==> src/rtl/rgmii_recv_if.sv <==
// Receive-side bundle between the RGMII sampling front end and the receive MAC path.
// crc_ok exists only when RGMII_RECV_CRC_EN is defined.
interface rgmii_recv_if;
  logic       speed_1Gbit;
  logic       rx_ctl_h;
  logic       rx_ctl_l;
  logic [3:0] rxd_h;
  logic [3:0] rxd_l;
  logic [7:0] data;
  logic       data_valid;
  logic       active;
  logic       frame_end;
  logic       frame_err;
`ifdef RGMII_RECV_CRC_EN
  logic       crc_ok;
`endif

  modport master (
    output speed_1Gbit, rx_ctl_h, rx_ctl_l, rxd_h, rxd_l,
`ifdef RGMII_RECV_CRC_EN
    input  crc_ok,
`endif
    input  data, data_valid, active, frame_end, frame_err
  );

  modport slave (
    input  speed_1Gbit, rx_ctl_h, rx_ctl_l, rxd_h, rxd_l,
`ifdef RGMII_RECV_CRC_EN
    output crc_ok,
`endif
    output data, data_valid, active, frame_end, frame_err
  );
endinterface

==> src/rtl/rgmii_recv.sv <==
// RGMII receiver: strips preamble/SFD from demuxed DDR samples and emits payload bytes with frame flags.
// Optional FCS checking is compiled in with RGMII_RECV_CRC_EN.
module rgmii_recv #(
  parameter int MAX_PREAMB_BYTES = 15,
  parameter int MAX_FRAME_BYTES  = 1522
) (
  input logic         clock,
  input logic         reset_n,
  rgmii_recv_if.slave bus
);

  typedef enum logic [1:0] {ST_IDLE, ST_PREAMBLE, ST_PAYLOAD, ST_DISCARD} state_t;

  // Preamble counted in bytes (1G) or nibbles (10/100); nibble limit allows MAX full pairs.
  localparam int PRE_W = $clog2(2 * MAX_PREAMB_BYTES + 3);
  localparam logic [PRE_W-1:0] PRE_LIM_B = PRE_W'(MAX_PREAMB_BYTES);
  localparam logic [PRE_W-1:0] PRE_LIM_N = PRE_W'(2 * MAX_PREAMB_BYTES + 1);
  localparam logic [10:0]      FRAME_LIM = 11'(MAX_FRAME_BYTES);

  state_t           state_reg;
  logic             mode_reg;
  logic [PRE_W-1:0] pre_cnt_reg;
  logic [10:0]      byte_cnt_reg;
  logic             err_reg;
  logic             from_payload_reg;
  logic             nib_phase_reg;
  logic [3:0]       nib_lo_reg;
  logic [7:0]       data_reg;
  logic             data_valid_reg;
  logic             active_reg;
  logic             frame_end_reg;
  logic             frame_err_reg;

  logic             dv;
  logic             er;
  logic [7:0]       byte_sym;
  logic             mode_1g;
  logic             is_pre;
  logic             is_sfd;
  logic [PRE_W-1:0] pre_lim;
  logic [7:0]       pay_byte;
  logic             pay_strobe;
  logic             crc_bad;

  assign dv       = bus.rx_ctl_h;
  assign er       = bus.rx_ctl_h ^ bus.rx_ctl_l;
  assign byte_sym = {bus.rxd_l, bus.rxd_h};
  assign mode_1g  = (state_reg == ST_IDLE) ? bus.speed_1Gbit : mode_reg;
  assign is_pre   = mode_1g ? (byte_sym == 8'h55) : (bus.rxd_h == 4'h5);
  assign is_sfd   = mode_1g ? (byte_sym == 8'hD5) : (bus.rxd_h == 4'hD);
  assign pre_lim  = mode_reg ? PRE_LIM_B : PRE_LIM_N;
  assign pay_byte   = mode_reg ? byte_sym : {bus.rxd_h, nib_lo_reg};
  assign pay_strobe = dv && (mode_reg || nib_phase_reg);

`ifdef RGMII_RECV_CRC_EN
  logic [31:0] crc_reg;
  logic [31:0] crc_rev;
  logic        crc_ok_reg;

  function automatic logic [31:0] crc_step(input logic [31:0] c, input logic [7:0] b);
    logic [31:0] r;
    r = c;
    for (int i = 0; i < 8; i++)
      r = (r[0] ^ b[i]) ? ((r >> 1) ^ 32'hEDB88320) : (r >> 1);
    return r;
  endfunction

  // The reflected register holds the bit-reversed form of the standard residue.
  for (genvar gi = 0; gi < 32; gi++) begin : g_crc_rev
    assign crc_rev[gi] = crc_reg[31-gi];
  end

  assign crc_bad    = (crc_rev != 32'hC704DD7B);
  assign bus.crc_ok = crc_ok_reg;
`else
  assign crc_bad = 1'b0;
`endif

  always_ff @(posedge clock) begin
    if (!reset_n) begin
      state_reg        <= ST_IDLE;
      mode_reg         <= 1'b0;
      pre_cnt_reg      <= '0;
      byte_cnt_reg     <= '0;
      err_reg          <= 1'b0;
      from_payload_reg <= 1'b0;
      nib_phase_reg    <= 1'b0;
      nib_lo_reg       <= '0;
      data_reg         <= '0;
      data_valid_reg   <= 1'b0;
      active_reg       <= 1'b0;
      frame_end_reg    <= 1'b0;
      frame_err_reg    <= 1'b0;
`ifdef RGMII_RECV_CRC_EN
      crc_reg          <= '0;
      crc_ok_reg       <= 1'b0;
`endif
    end else begin
      data_valid_reg <= 1'b0;
      frame_end_reg  <= 1'b0;
      frame_err_reg  <= 1'b0;
`ifdef RGMII_RECV_CRC_EN
      crc_ok_reg     <= 1'b0;
`endif
      case (state_reg)
        ST_IDLE: begin
          active_reg       <= 1'b0;
          from_payload_reg <= 1'b0;
          byte_cnt_reg     <= '0;
          err_reg          <= 1'b0;
          nib_phase_reg    <= 1'b0;
          if (dv) begin
            mode_reg    <= bus.speed_1Gbit;
            pre_cnt_reg <= PRE_W'(1);
            state_reg   <= is_pre ? ST_PREAMBLE : ST_DISCARD;
          end
        end

        ST_PREAMBLE: begin
          if (!dv) begin
            state_reg <= ST_IDLE;
          end else if (is_pre) begin
            if (pre_cnt_reg >= pre_lim)
              state_reg <= ST_DISCARD;
            else
              pre_cnt_reg <= pre_cnt_reg + PRE_W'(1);
          end else if (is_sfd) begin
            state_reg <= ST_PAYLOAD;
`ifdef RGMII_RECV_CRC_EN
            crc_reg   <= 32'hFFFFFFFF;
`endif
          end else begin
            state_reg <= ST_DISCARD;
          end
        end

        ST_PAYLOAD: begin
          if (!dv) begin
            // Empty frames and a dangling nibble are both reported as errored frames.
            frame_end_reg <= 1'b1;
            frame_err_reg <= err_reg || (byte_cnt_reg == 11'd0) || nib_phase_reg || crc_bad;
`ifdef RGMII_RECV_CRC_EN
            crc_ok_reg    <= !crc_bad;
`endif
            state_reg     <= ST_IDLE;
          end else begin
            if (er)
              err_reg <= 1'b1;
            if (!mode_reg) begin
              nib_phase_reg <= !nib_phase_reg;
              nib_lo_reg    <= bus.rxd_h;
            end
            if (pay_strobe) begin
              if (byte_cnt_reg >= FRAME_LIM) begin
                err_reg          <= 1'b1;
                from_payload_reg <= 1'b1;
                state_reg        <= ST_DISCARD;
              end else begin
                data_reg       <= pay_byte;
                data_valid_reg <= 1'b1;
                active_reg     <= 1'b1;
                if (byte_cnt_reg != 11'h7FF)
                  byte_cnt_reg <= byte_cnt_reg + 11'd1;
`ifdef RGMII_RECV_CRC_EN
                crc_reg        <= crc_step(crc_reg, pay_byte);
`endif
              end
            end
          end
        end

        ST_DISCARD: begin
          if (!dv) begin
            state_reg     <= ST_IDLE;
            frame_end_reg <= from_payload_reg;
            frame_err_reg <= from_payload_reg;
          end
        end

        default: state_reg <= ST_IDLE;
      endcase
    end
  end

  assign bus.data       = data_reg;
  assign bus.data_valid = data_valid_reg;
  assign bus.active     = active_reg;
  assign bus.frame_end  = frame_end_reg;
  assign bus.frame_err  = frame_err_reg;

endmodule

==> src/flat_wrapper.sv <==
// flat-port wrapper written by rule: the top's interface ports become plain ports
module rgmii_recv_flat 
#(
  parameter int MAX_PREAMB_BYTES = 15,
  parameter int MAX_FRAME_BYTES  = 1522
)
  (clock, reset_n, bus_speed_1Gbit, bus_rx_ctl_h, bus_rx_ctl_l, bus_rxd_h, bus_rxd_l, bus_data, bus_data_valid, bus_active, bus_frame_end, bus_frame_err);
  rgmii_recv_if bus_i ();
  input logic clock;
  input logic reset_n;
  input wire logic [$bits(bus_i.speed_1Gbit)-1:0] bus_speed_1Gbit;
  input wire logic [$bits(bus_i.rx_ctl_h)-1:0] bus_rx_ctl_h;
  input wire logic [$bits(bus_i.rx_ctl_l)-1:0] bus_rx_ctl_l;
  input wire logic [$bits(bus_i.rxd_h)-1:0] bus_rxd_h;
  input wire logic [$bits(bus_i.rxd_l)-1:0] bus_rxd_l;
  output wire logic [$bits(bus_i.data)-1:0] bus_data;
  output wire logic [$bits(bus_i.data_valid)-1:0] bus_data_valid;
  output wire logic [$bits(bus_i.active)-1:0] bus_active;
  output wire logic [$bits(bus_i.frame_end)-1:0] bus_frame_end;
  output wire logic [$bits(bus_i.frame_err)-1:0] bus_frame_err;
  assign bus_i.speed_1Gbit = bus_speed_1Gbit;
  assign bus_i.rx_ctl_h = bus_rx_ctl_h;
  assign bus_i.rx_ctl_l = bus_rx_ctl_l;
  assign bus_i.rxd_h = bus_rxd_h;
  assign bus_i.rxd_l = bus_rxd_l;
  assign bus_data = bus_i.data;
  assign bus_data_valid = bus_i.data_valid;
  assign bus_active = bus_i.active;
  assign bus_frame_end = bus_i.frame_end;
  assign bus_frame_err = bus_i.frame_err;
  rgmii_recv #(.MAX_PREAMB_BYTES(MAX_PREAMB_BYTES), .MAX_FRAME_BYTES(MAX_FRAME_BYTES)) u_core (.clock(clock), .reset_n(reset_n), .bus(bus_i));
endmodule
==> config.mk <==
export PLATFORM = sky130hd
export DESIGN_NAME = rgmii_recv_flat
export DESIGN_NICKNAME = d
export VERILOG_FILES = /design/src/rtl/rgmii_recv_if.sv /design/src/rtl/rgmii_recv.sv /design/src/flat_wrapper.sv
export SDC_FILE = /design/constraint.sdc
export NUM_CORES = 1
export LEC_CHECK = 0
export CAP_MARGIN = 15
export CORE_ASPECT_RATIO = 2
export CORE_MARGIN = 3
export CORE_UTILIZATION = 50
export CTS_CLUSTER_SIZE = 10
export DETAILED_ROUTE_END_ITERATION = 10
export PLACE_DENSITY = 0.8
export SYNTH_ARGS = -nofsm -noshare
export SYNTH_HDL_FRONTEND = slang
export SYNTH_SLANG_ARGS = --single-unit
==> constraint.sdc <==
create_clock -name clock -period 5.6 [get_ports clock]
set_input_delay 1.12 -clock clock [delete_from_list [all_inputs] [get_ports clock]]
set_output_delay 1.12 -clock clock [all_outputs]
set_load 0.05 [all_outputs]
## After elaboration in Yosys (flattened, before gate mapping)

Cells that the tools add are included.

- Register bits after elaboration: 39
- Output and inout bits: 12

- Magnitude comparators: 2
- Multiplexer cells: 48
- Reductions and logical operators: 20
- $add $sub $neg: 2
- Bitwise logic cells: 3
- Equality and inequality tests: 22

Operators with widths:

| kind | count |
|---|---|
| $mux 11 | 4 |
| $mux 6 | 4 |
| $pmux 11 s2 | 1 |
| $mux 1 | 20 |
| $mux 2 | 9 |
| $reduce_and 4->1 | 4 |
| $reduce_and 5->1 | 3 |
| $ne 2x2->1 const B | 7 |
| $pmux 1 s2 | 6 |
| $pmux 6 s2 | 1 |
| $add 11x1->11 const B | 1 |
| $ge 11x11->1 const B | 1 |
| $logic_not 11->1 | 1 |
| $ne 11x11->1 const B | 1 |
| $eq 8x7->1 const B | 1 |
| $eq 8x8->1 const B | 1 |
| $mux 8 | 1 |
| $ne 2x1->1 const B | 4 |
| $pmux 2 s4 | 1 |
| $add 6x1->6 const B | 1 |
| $ge 6x6->1 | 1 |
| $ne 3x2->1 const B | 2 |
| $reduce_and 3->1 | 2 |
| $mux 5 | 1 |
| 13 further kinds | 19 |

## Depth between registers and ports, before layout

Gate-level depths: netlist of the first run.

- Word-level depth: 7
- Gate-level depth with buffers: 7
- Depth with buffers taken out: 6

## Worst setup path after synthesis of the first run

Ideal clock, no wire load.

- Path type: input -> register
- From: input bus_rx_ctl_h
- To: register u_core.pre_cnt_reg[3]
- Path buffers: 1
- Setup slack: 3091 ps
- Required time: 5530 ps
- Cell stages on the path: 5
- Data arrival time: 2439 ps
- Cells stage by stage: buf_2 nor4b_1 nand3_1 or4_1 a21oi_1

- Word-level cells in the longest chain between the ends: 2
- Elaborated cells between the ends (all ways): 3
- Those cells by class: 2 x eq/ne; 1 x reduce/logical

Ends and longest elaborated chain:

| item | line | RTL |
|---|---|---|
| from (decl) | flat_wrapper.sv:12 | `input wire logic [$bits(bus_i.rx_ctl_h)-1:0] bus_rx_ctl_h;` |
| $ne 2x2->1 (no line) | - |  |
| $reduce_and 5->1 (no line) * | - |  |
| to (signal assigned) | rgmii_recv.sv:126 | `pre_cnt_reg <= pre_cnt_reg + PRE_W'(1);` |
| to (decl) | rgmii_recv.sv:22 | `logic [PRE_W-1:0] pre_cnt_reg;` |

Every way passes the cells marked *; elsewhere a longest branch is shown, timed or not.
A chain may end at the register's enable or synchronous reset.

## Final worst setup path of the first run

Same ends and word-level chain as after synthesis.

==> reports/summary.txt, run 1 <==
Total die area -> 0.00509 mm²
Initial antenna violation count -> 0
Hold buffers post-CTS -> 0
Final ANT Viol Nets -> 0
CP startpoint -> bus_rx_ctl_h
Clock Latency Late Sink -> 0.28 ns
Row cnt -> 32
Final number of setup-violating endpoints -> 0
Vias/cell -> 6.55
Syn Area/Cell -> 8.77 µm²
Max FFs per register -> 11
CTS root buf -> clkbuf_8
Crit Path Class -> in -> reg
Critical Path Max Stage Delay -> 0.64 ns
Total congestion overflow -> 0
Part of the Yosys area used for sequential elements -> 36.9%
Period Utilization, post-route -> 52.0%
Max cap viols -> 0
Crit path max-delay family -> simple AND/OR/NAND/NOR gates
Fin. max-slew vios -> 0
Setup Buffers After CTS -> 0
Area grow syn2layout -> 15.0%
Sum of negative setup slack -> 0 ns
Status -> completed
Core Util, Final -> 61.3%
Synth Register Bits -> 39
RSZ-0062 raised after global routing -> no
P_leak -> 0.805 nW
Critical path required time -> 5.81 ns
Mapped Area -> 0.00211 mm²
Starting DRT DRC Count -> 47
Core area -> 0.00396 mm²
Power Total -> 545 µW
Initial core utilization -> 53.3%
Htree depth -> 2
Post-route insts no fill -> 307
Syn nets -> 259
Async S/R FF share, synth -> 0%
Final wirelength -> 5.34 mm
Dpl cells -> 300
Buf/Inv on CP -> 1
Via count -> 2012
Layout cells sized above 1 -> 6.25%
Post-DP Area -> 0.00234 mm²
Num CTS Buffers -> 5
Peak fanout along the critical path -> 10
Worst Hold Launch -> u_core.err_reg$_SDFFE_PN0P_
N_diodes -> 0
Worst Hold Class -> reg -> reg
IO buf count -> 24
First-pass GRT wire length -> 9.04 mm
Critical Path Start Type -> input pin
Maximum VDD drop -> 0.251 mV
Skew final -> 0.00987 ns
Pre-antenna DRT Iters -> 4
Clock-pin slew on the worst setup and hold paths -> 0.07 ns
Yosys warnings -> 0
Post-route minimum period -> 2.91 ns
Final nets -> 274
Vias in the first global route -> 1979
DR WL/cell -> 17.4 µm
Synth area leaders -> dfxtp_1 37%, mux2i_1 6.6%, a211oi_1 3.9%
Die height -> 98.0 µm
Die outline width -> 52.0 µm
Final Cell Area -> 0.00243 mm²
Hold Fails Final Rpt -> 0
Fmax -> 343 MHz
Clock buffer depth -> 2
Cell taking the most area after synthesis -> dfxtp_1
Worst path cell trace -> clkdlybuf4s50_1, nor4b_1, nand3_1, or4_1, a21oi_1
Critical Path End Type -> flop
Clock Sinks -> 39
Library cells used by synthesis -> 54
Yosys top cell area share -> 36.9%
Worst Path Arrival -> 3.12 ns
I/O pins -> 25
Residual DRC -> 0
Slew headroom -> 43.2%
Synth Flop Type -> dfxtp_1
Power density cells -> 224 mW/mm²
Overall routing resource usage -> 22.9%
CTS tree -> done
Largest net degree at the start of global routing -> 28
Post-synthesis cell count -> 241
Post-DP HPWL -> 3.95 mm
Reg2reg start -> u_core.byte_cnt_reg[0]$_SDFFE_PN0P_
CP max stage cell -> clkdlybuf4s50_1
Actual slew at the worst max-slew pin -> 0.850 ns
Post_cts resized -> 0
Gpl congestion -> 0.855
Number of synthesized flops with an enable pin -> 0
## Yosys cell counts (all sizes together) (2+ instances only)
library cell	count
o311ai	2
nor4b	5
nor2b	3
a211o	3
and3	4
o21ai	6
clkbuf	10
nor4bb	2
a31oi	5
and2	3
nor3b	2
o31ai	3
ha	5
mux2i	14
buf	7
nand2	13
nor4	2
nand4b	2
inv	7
nor2	15
nand3	13
a211oi	11
or4	4
nand2b	2
a31o	2
a311oi	3
dfxtp	39
a21oi	16
nor3	6
nand4	9
and4	3
o211ai	3
a21o	2
## kinds of logic after synthesis
family	after synthesis	synth area share, %
AOI/OAI and AO/OA	67	22.8
and+or+nand+nor	92	25.6
DFF	39	36.9
adders and majority gates	5	2.96
muxes	14	6.63
buffers and inverters	24	5.15
## stage by stage
stage          hold slack (ns)  worst slack, ns
6_report                 0.486             2.69
5_1_grt                  0.516             2.46
4_1_cts                  0.491             2.69
3_5_place_dp             0.474             2.41
3_3_place_gp             0.464             2.44
2_1_floorplan            0.442             3.09
## final timing paths
kind | to | slack, ns | cells after the start
worst max-delay path | u_core.pre_cnt_reg[3]$_SDFFE_PN0P_ | 2.69 | 5
worst max register to register | u_core.bus.active$_SDFFE_PN0P_ | 3.21 | 6
worst min-delay path | u_core.err_reg$_SDFFE_PN0P_ | 0.49 | 2
worst min register to register | u_core.err_reg$_SDFFE_PN0P_ | 0.49 | 2
## metal layers
metal,global-route usage [%],wire (µm)
met3,3.51,188
met1,23.6,1960
met5,0,0
met2,40.3,2940
met4,14.9,257
## worst register-to-register path: cells and delay by family (launching register included)
| kind | cells | cell delay, ns |
|---|---|---|
| buffers and inverters | 1 | 0.10 |
| AO/OA/AOI/OAI | 2 | 0.52 |
| adder cells (fa/ha/maj) | 1 | 0.22 |
| AND/OR/NAND/NOR | 2 | 1.00 |
| flip-flops | 1 | 0.45 |
## cell type report
| cell class | instances | area, µm² |
|---|---|---|
| fill | 333 | 1530 |
| sequential | 39 | 781 |
| inverter | 7 | 26.3 |
| timing repair buffer | 25 | 248 |
| tap | 51 | 63.8 |
| multi-input combinational | 178 | 1220 |
| clock buffer | 6 | 82.6 |
| clock inverter | 1 | 5.00 |
## layout by cell type (no fill, tap or decap), types with 4 or more instances in the layout
master,synthesis,final
and3_1,4,4
nand4_1,9,9
a21oi_1,16,16
nand3_1,13,13
a211oi_1,11,11
a31oi_1,5,5
clkdlybuf4s50_1,0,24
o21ai_0,6,6
dfxtp_1,39,39
nand2_1,13,13
clkbuf_8,0,6
nor2_1,15,15
ha_1,5,5
inv_1,7,7
nor3_1,5,5
nor4b_1,5,5
mux2i_1,14,14
## where the power goes
part           switching (mW)  leakage, nW  internal (mW)  total [mW]
Clock                  0.0925       0.0470         0.0966       0.189
Combinational          0.0378        0.443         0.0270      0.0648
Sequential            0.00917        0.316          0.282       0.292
Total                   0.139        0.805          0.406       0.545
Power figures use the tool's default switching activity.
==> inputs of run 2 (changes only) <==
clock period = 2.77 ns   (was 5.6 ns; I/O delays follow)
==> reports/summary.txt, run 2 (synthesis results as in run 1) <==
I/O pins -> 25
Core area -> 0.00396 mm²
Sum of negative setup slack -> 0 ns
Slew headroom -> 51.9%
Htree depth -> 2
Fin. max-slew vios -> 0
DR WL/cell -> 17.9 µm
IO buf count -> 24
Layout cells sized above 1 -> 8.40%
Total congestion overflow -> 0
Starting DRT DRC Count -> 84
Final number of setup-violating endpoints -> 0
Worst Hold Class -> reg -> reg
Hold buffers post-CTS -> 0
N_diodes -> 0
Overall routing resource usage -> 24.3%
Period Utilization, post-route -> 83.6%
Peak fanout along the critical path -> 9
DP Worst Slack -> 0.165 ns
Max cap viols -> 0
Gpl congestion -> 0.881
Die outline width -> 52.0 µm
Max FFs per register -> 11
Initial core utilization -> 53.3%
Area grow syn2layout -> 18.0%
Hold Fails Final Rpt -> 0
Crit Path Class -> in -> reg
Clock Sinks -> 39
Most frequent cells in the layout -> 39 x dfxtp_1, 24 x clkdlybuf4s50_1, 16 x a21oi_1
Num CTS Buffers -> 5
Initial antenna violation count -> 0
Final ANT Viol Nets -> 0
Die height -> 98.0 µm
Row cnt -> 32
Clock-pin slew on the worst setup and hold paths -> 0.08 ns
Final wirelength -> 5.61 mm
Setup Buffers After CTS -> 0
Largest net degree at the start of global routing -> 21
CTS tree -> done
Post_cts resized -> 0
Fin worst setup slack -> 0.454 ns
Residual DRC -> 0
P_leak -> 0.839 nW
Clock Latency Late Sink -> 0.30 ns
Actual slew at the worst max-slew pin -> 0.721 ns
Final nets -> 280
RSZ-0062 raised after global routing -> no
Core Util, Final -> 62.9%
Maximum VDD drop -> 0.435 mV
Dpl cells -> 306
Total die area -> 0.00509 mm²
Critical Path End Type -> flop
Skew final -> 0.00466 ns
Fmax -> 432 MHz
Post-DP HPWL -> 4.17 mm
Post-route minimum period -> 2.32 ns
Status -> completed
Most common cell after layout, fill and taps aside -> dfxtp_1
Critical Path Start Type -> input pin
Post-route insts no fill -> 313
Clock buffer depth -> 2
Vias in the first global route -> 1963
Via count -> 1991
First-pass GRT wire length -> 9.43 mm
Critical path required time -> 3.00 ns
Worst Path Arrival -> 2.55 ns
Vias/cell -> 6.36
Pre-antenna DRT Iters -> 4
Power density cells -> 480 mW/mm²
CTS root buf -> clkbuf_8
[run 2: changes by cell type in the layout (fill, tap and decap cells not counted), sizes merged]
cell / change
buf: +6
clkbuf: -1
bufinv: +1
clkinv: -1
clkinvlp: +1
[run 2: path summary, 6_finish.rpt]
| check | startpoint | endpoint | slack, ns | cells past startpoint |
|---|---|---|---|---|
| max reg2reg | u_core.state_reg[0]$_SDFFE_PN0P_ | u_core.pre_cnt_reg[0]$_SDFFE_PN0P_ | 0.57 | 4 |
| max | bus_rxd_h[3] | u_core.pre_cnt_reg[3]$_SDFFE_PN0P_ | 0.45 | 5 |
| min reg2reg | u_core.err_reg$_SDFFE_PN0P_ | u_core.err_reg$_SDFFE_PN0P_ | 0.48 | 2 |
| min | u_core.err_reg$_SDFFE_PN0P_ | u_core.err_reg$_SDFFE_PN0P_ | 0.48 | 2 |
[run 2: area by class of cell]
cell class                 instances  area (µm²)
sequential                        39         781
inverter                           7        26.3
multi-input combinational        178        1220
fill                             337        1470
clock buffer                       5        68.8
clock inverter                     2        37.5
timing repair buffer              31         293
tap                               51        63.8
[run 2: power breakdown]
group	leakage, nW	total [mW]	internal [mW]	switching, mW
combinational	0.473	0.141	0.0580	0.0827
sequential	0.316	0.587	0.571	0.0161
clock	0.0502	0.471	0.263	0.207
[run 2: through the flow]
stage               cell area (µm²)  power, mW  hold WS (ns)
floorplan                      2110      0.682         0.442
finish                         2490       1.20         0.485
global placement               2390      0.736         0.463
CTS                            2490       1.20         0.487
detailed placement             2390      0.739         0.459
global route                   2490       1.23         0.503
[run 2: critical path, stage by stage]
cell and delay, ns:
clkdlybuf4s50_1 0.53, nor4b_1 0.44, nand3_1 0.31, or4_1 0.57, a21oi_1 0.15
[run 2: metal layers]
layer	share of wire, %	up-vias	routed length [µm]	global-route usage, %
li1	-	970	-	-
met1	36	949	2000	25.5
met2	58	56	3280	44.4
met3	3.5	16	197	5.34
met4	2.3	0	127	9.49
met5	0	-	0	0
==> inputs of run 3 (changes only) <==
PLACE_DENSITY = 0.82   (was 0.8)
clock period = 1.95 ns   (was 2.77 ns; I/O delays follow)
==> reports/summary.txt, run 3 (synthesis results as in run 1) <==
Core area -> 0.00396 mm²
Total congestion overflow -> 0
Worst path cell trace -> inv_2, ha_2, or4_4, and4_4, o311a_1, o31a_1
Slew headroom -> 65.4%
Worst Path Arrival -> 2.08 ns
Crit path max-delay family -> simple AND/OR/NAND/NOR gates
Gpl congestion -> 0.946
Initial core utilization -> 53.3%
Initial antenna violation count -> 0
Post-route minimum period -> 1.89 ns
IO buf count -> 24
CTS root buf -> clkbuf_8
First-pass GRT wire length -> 10.2 mm
Num CTS Buffers -> 5
Routed wl met2 -> 3.30 mm
P_int -> 1.34 mW
Combinational power share -> 14.5%
Buf/Inv on CP -> 1
Area grow syn2layout -> 33.4%
Power density cells -> 634 mW/mm²
Clock-pin slew on the worst setup and hold paths -> 0.08 ns
Critical Path Max Stage Delay -> 0.43 ns
Critical Path Start Type -> flop
Starting DRT DRC Count -> 89
Clock buffer depth -> 2
Final ANT Viol Nets -> 0
RSZ-0062 raised after global routing -> no
Row cnt -> 32
Post-DP HPWL -> 4.40 mm
Register area -> 785 µm²
Clock Latency Late Sink -> 0.29 ns
Fillcell total -> 296
I/O pins -> 25
Switching power share of the total -> 24.9%
Top sig layer -> met4
DP Worst Slack -> -0.354 ns
Fin. max-slew vios -> 0
Final wirelength -> 6.10 mm
Critical Path End Type -> flop
Fin worst setup slack -> 0.0589 ns
Crit Path Class -> reg -> reg
CP max stage cell -> or4_4
Die height -> 98.0 µm
Overall routing resource usage -> 25.9%
Final number of setup-violating endpoints -> 0
Clock Sinks -> 39
Htree depth -> 2
Total die area -> 0.00509 mm²
Routed wl met3 -> 310 µm
Net Sw Power -> 445 µW
Period Utilization, post-route -> 97.0%
Skew final -> 0.00686 ns
Die outline width -> 52.0 µm
DR WL/cell -> 17.6 µm
Most frequent cells in the layout -> 39 x buf_4, 38 x dfxtp_1, 24 x clkdlybuf4s50_1
Power Total -> 1.79 mW
WL met1 -> 2.19 mm
Sum of negative setup slack -> 0 ns
Vias/cell -> 6.46
Pre-antenna DRT Iters -> 4
Residual DRC -> 0
N_diodes -> 0
Final nets -> 313
Most common cell after layout, fill and taps aside -> buf_4
Maximum VDD drop -> 0.598 mV
Clock power frac -> 39.4%
Vias in the first global route -> 2208
Multi-input logic area -> 0.00128 mm²
P_leak -> 1.03 nW
Worst reg-to-reg setup slack -> 0.06 ns
Actual slew at the worst max-slew pin -> 0.517 ns
Layout cells sized above 1 -> 21.6%
Sequential share of power -> 46.1%
Fmax -> 529 MHz
Critical path required time -> 2.14 ns
Via count -> 2241
Max cap viols -> 0
Max FFs per register -> 11
Worst Hold Class -> reg -> reg
Status -> completed
CTS tree -> done
Hold Fails Final Rpt -> 0
Peak fanout along the critical path -> 6
Largest net degree at the start of global routing -> 19
## run 3: area by class of cell
type / instances / area share [%]
clock inverter: 2 / 1.24
timing repair buffer: 64 / 19.6
tap: 51 / 2.26
inverter: 7 / 0.931
multi-input combinational: 178 / 45.2
clock buffer: 6 / 2.93
sequential: 39 / 27.8
## run 3: timing repair
item / 4_1_cts / 5_1_grt
setup endpoints to repair: 4 / 10
resized for setup: 1 / 8
setup buffers: 0 / 0
hold buffers: 0 / 0
pin swaps: 0 / 1
## run 3: final timing paths
| path | start | endpoint | cells past startpoint |
|---|---|---|---|
| setup / recovery | u_core.byte_cnt_reg[0]$_SDFFE_PN0P_ | u_core.byte_cnt_reg[6]$_SDFFE_PN0P_ | 6 |
| hold / removal | u_core.err_reg$_SDFFE_PN0P_ | u_core.err_reg$_SDFFE_PN0P_ | 2 |
| setup reg to reg | u_core.byte_cnt_reg[0]$_SDFFE_PN0P_ | u_core.byte_cnt_reg[6]$_SDFFE_PN0P_ | 6 |
| hold reg to reg | u_core.err_reg$_SDFFE_PN0P_ | u_core.err_reg$_SDFFE_PN0P_ | 2 |
## run 3: routing by layer
metal,vias to the layer above,GRT usage (%)
met5,-,0
met4,0,17.4
met3,28,3.66
met2,98,44.2
met1,1073,28.1
li1,1042,-
## run 3: per-stage QoR
step | hold WS [ns] | cell area (µm²) | instances | util (%)
floorplan | 0.442 | 2120 | 241 | -
global placement | 0.452 | 2660 | 339 | 67.0
detailed placement | 0.454 | 2660 | 339 | 67.0
CTS | 0.472 | 2780 | 347 | 70.0
global route | 0.503 | 2820 | 347 | 71.2
finish | 0.483 | 2820 | 347 | 71.2
## run 3: power by group through the flow
stage | Combinational (mW) | Sequential [mW] | Clock, mW
6_report | 0.259 | 0.825 | 0.705
5_1_grt | 0.280 | 0.826 | 0.749
4_1_cts | 0.249 | 0.823 | 0.713
3_5_place_dp | 0.245 | 0.842 | 0
3_3_place_gp | 0.241 | 0.841 | 0
2_1_floorplan | 0.114 | 0.855 | 0
## run 3: worst min-delay path, stage by stage (launching register included)
cell and delay [ns]:
dfxtp_1 0.33, inv_1 0.05, a31oi_1 0.06
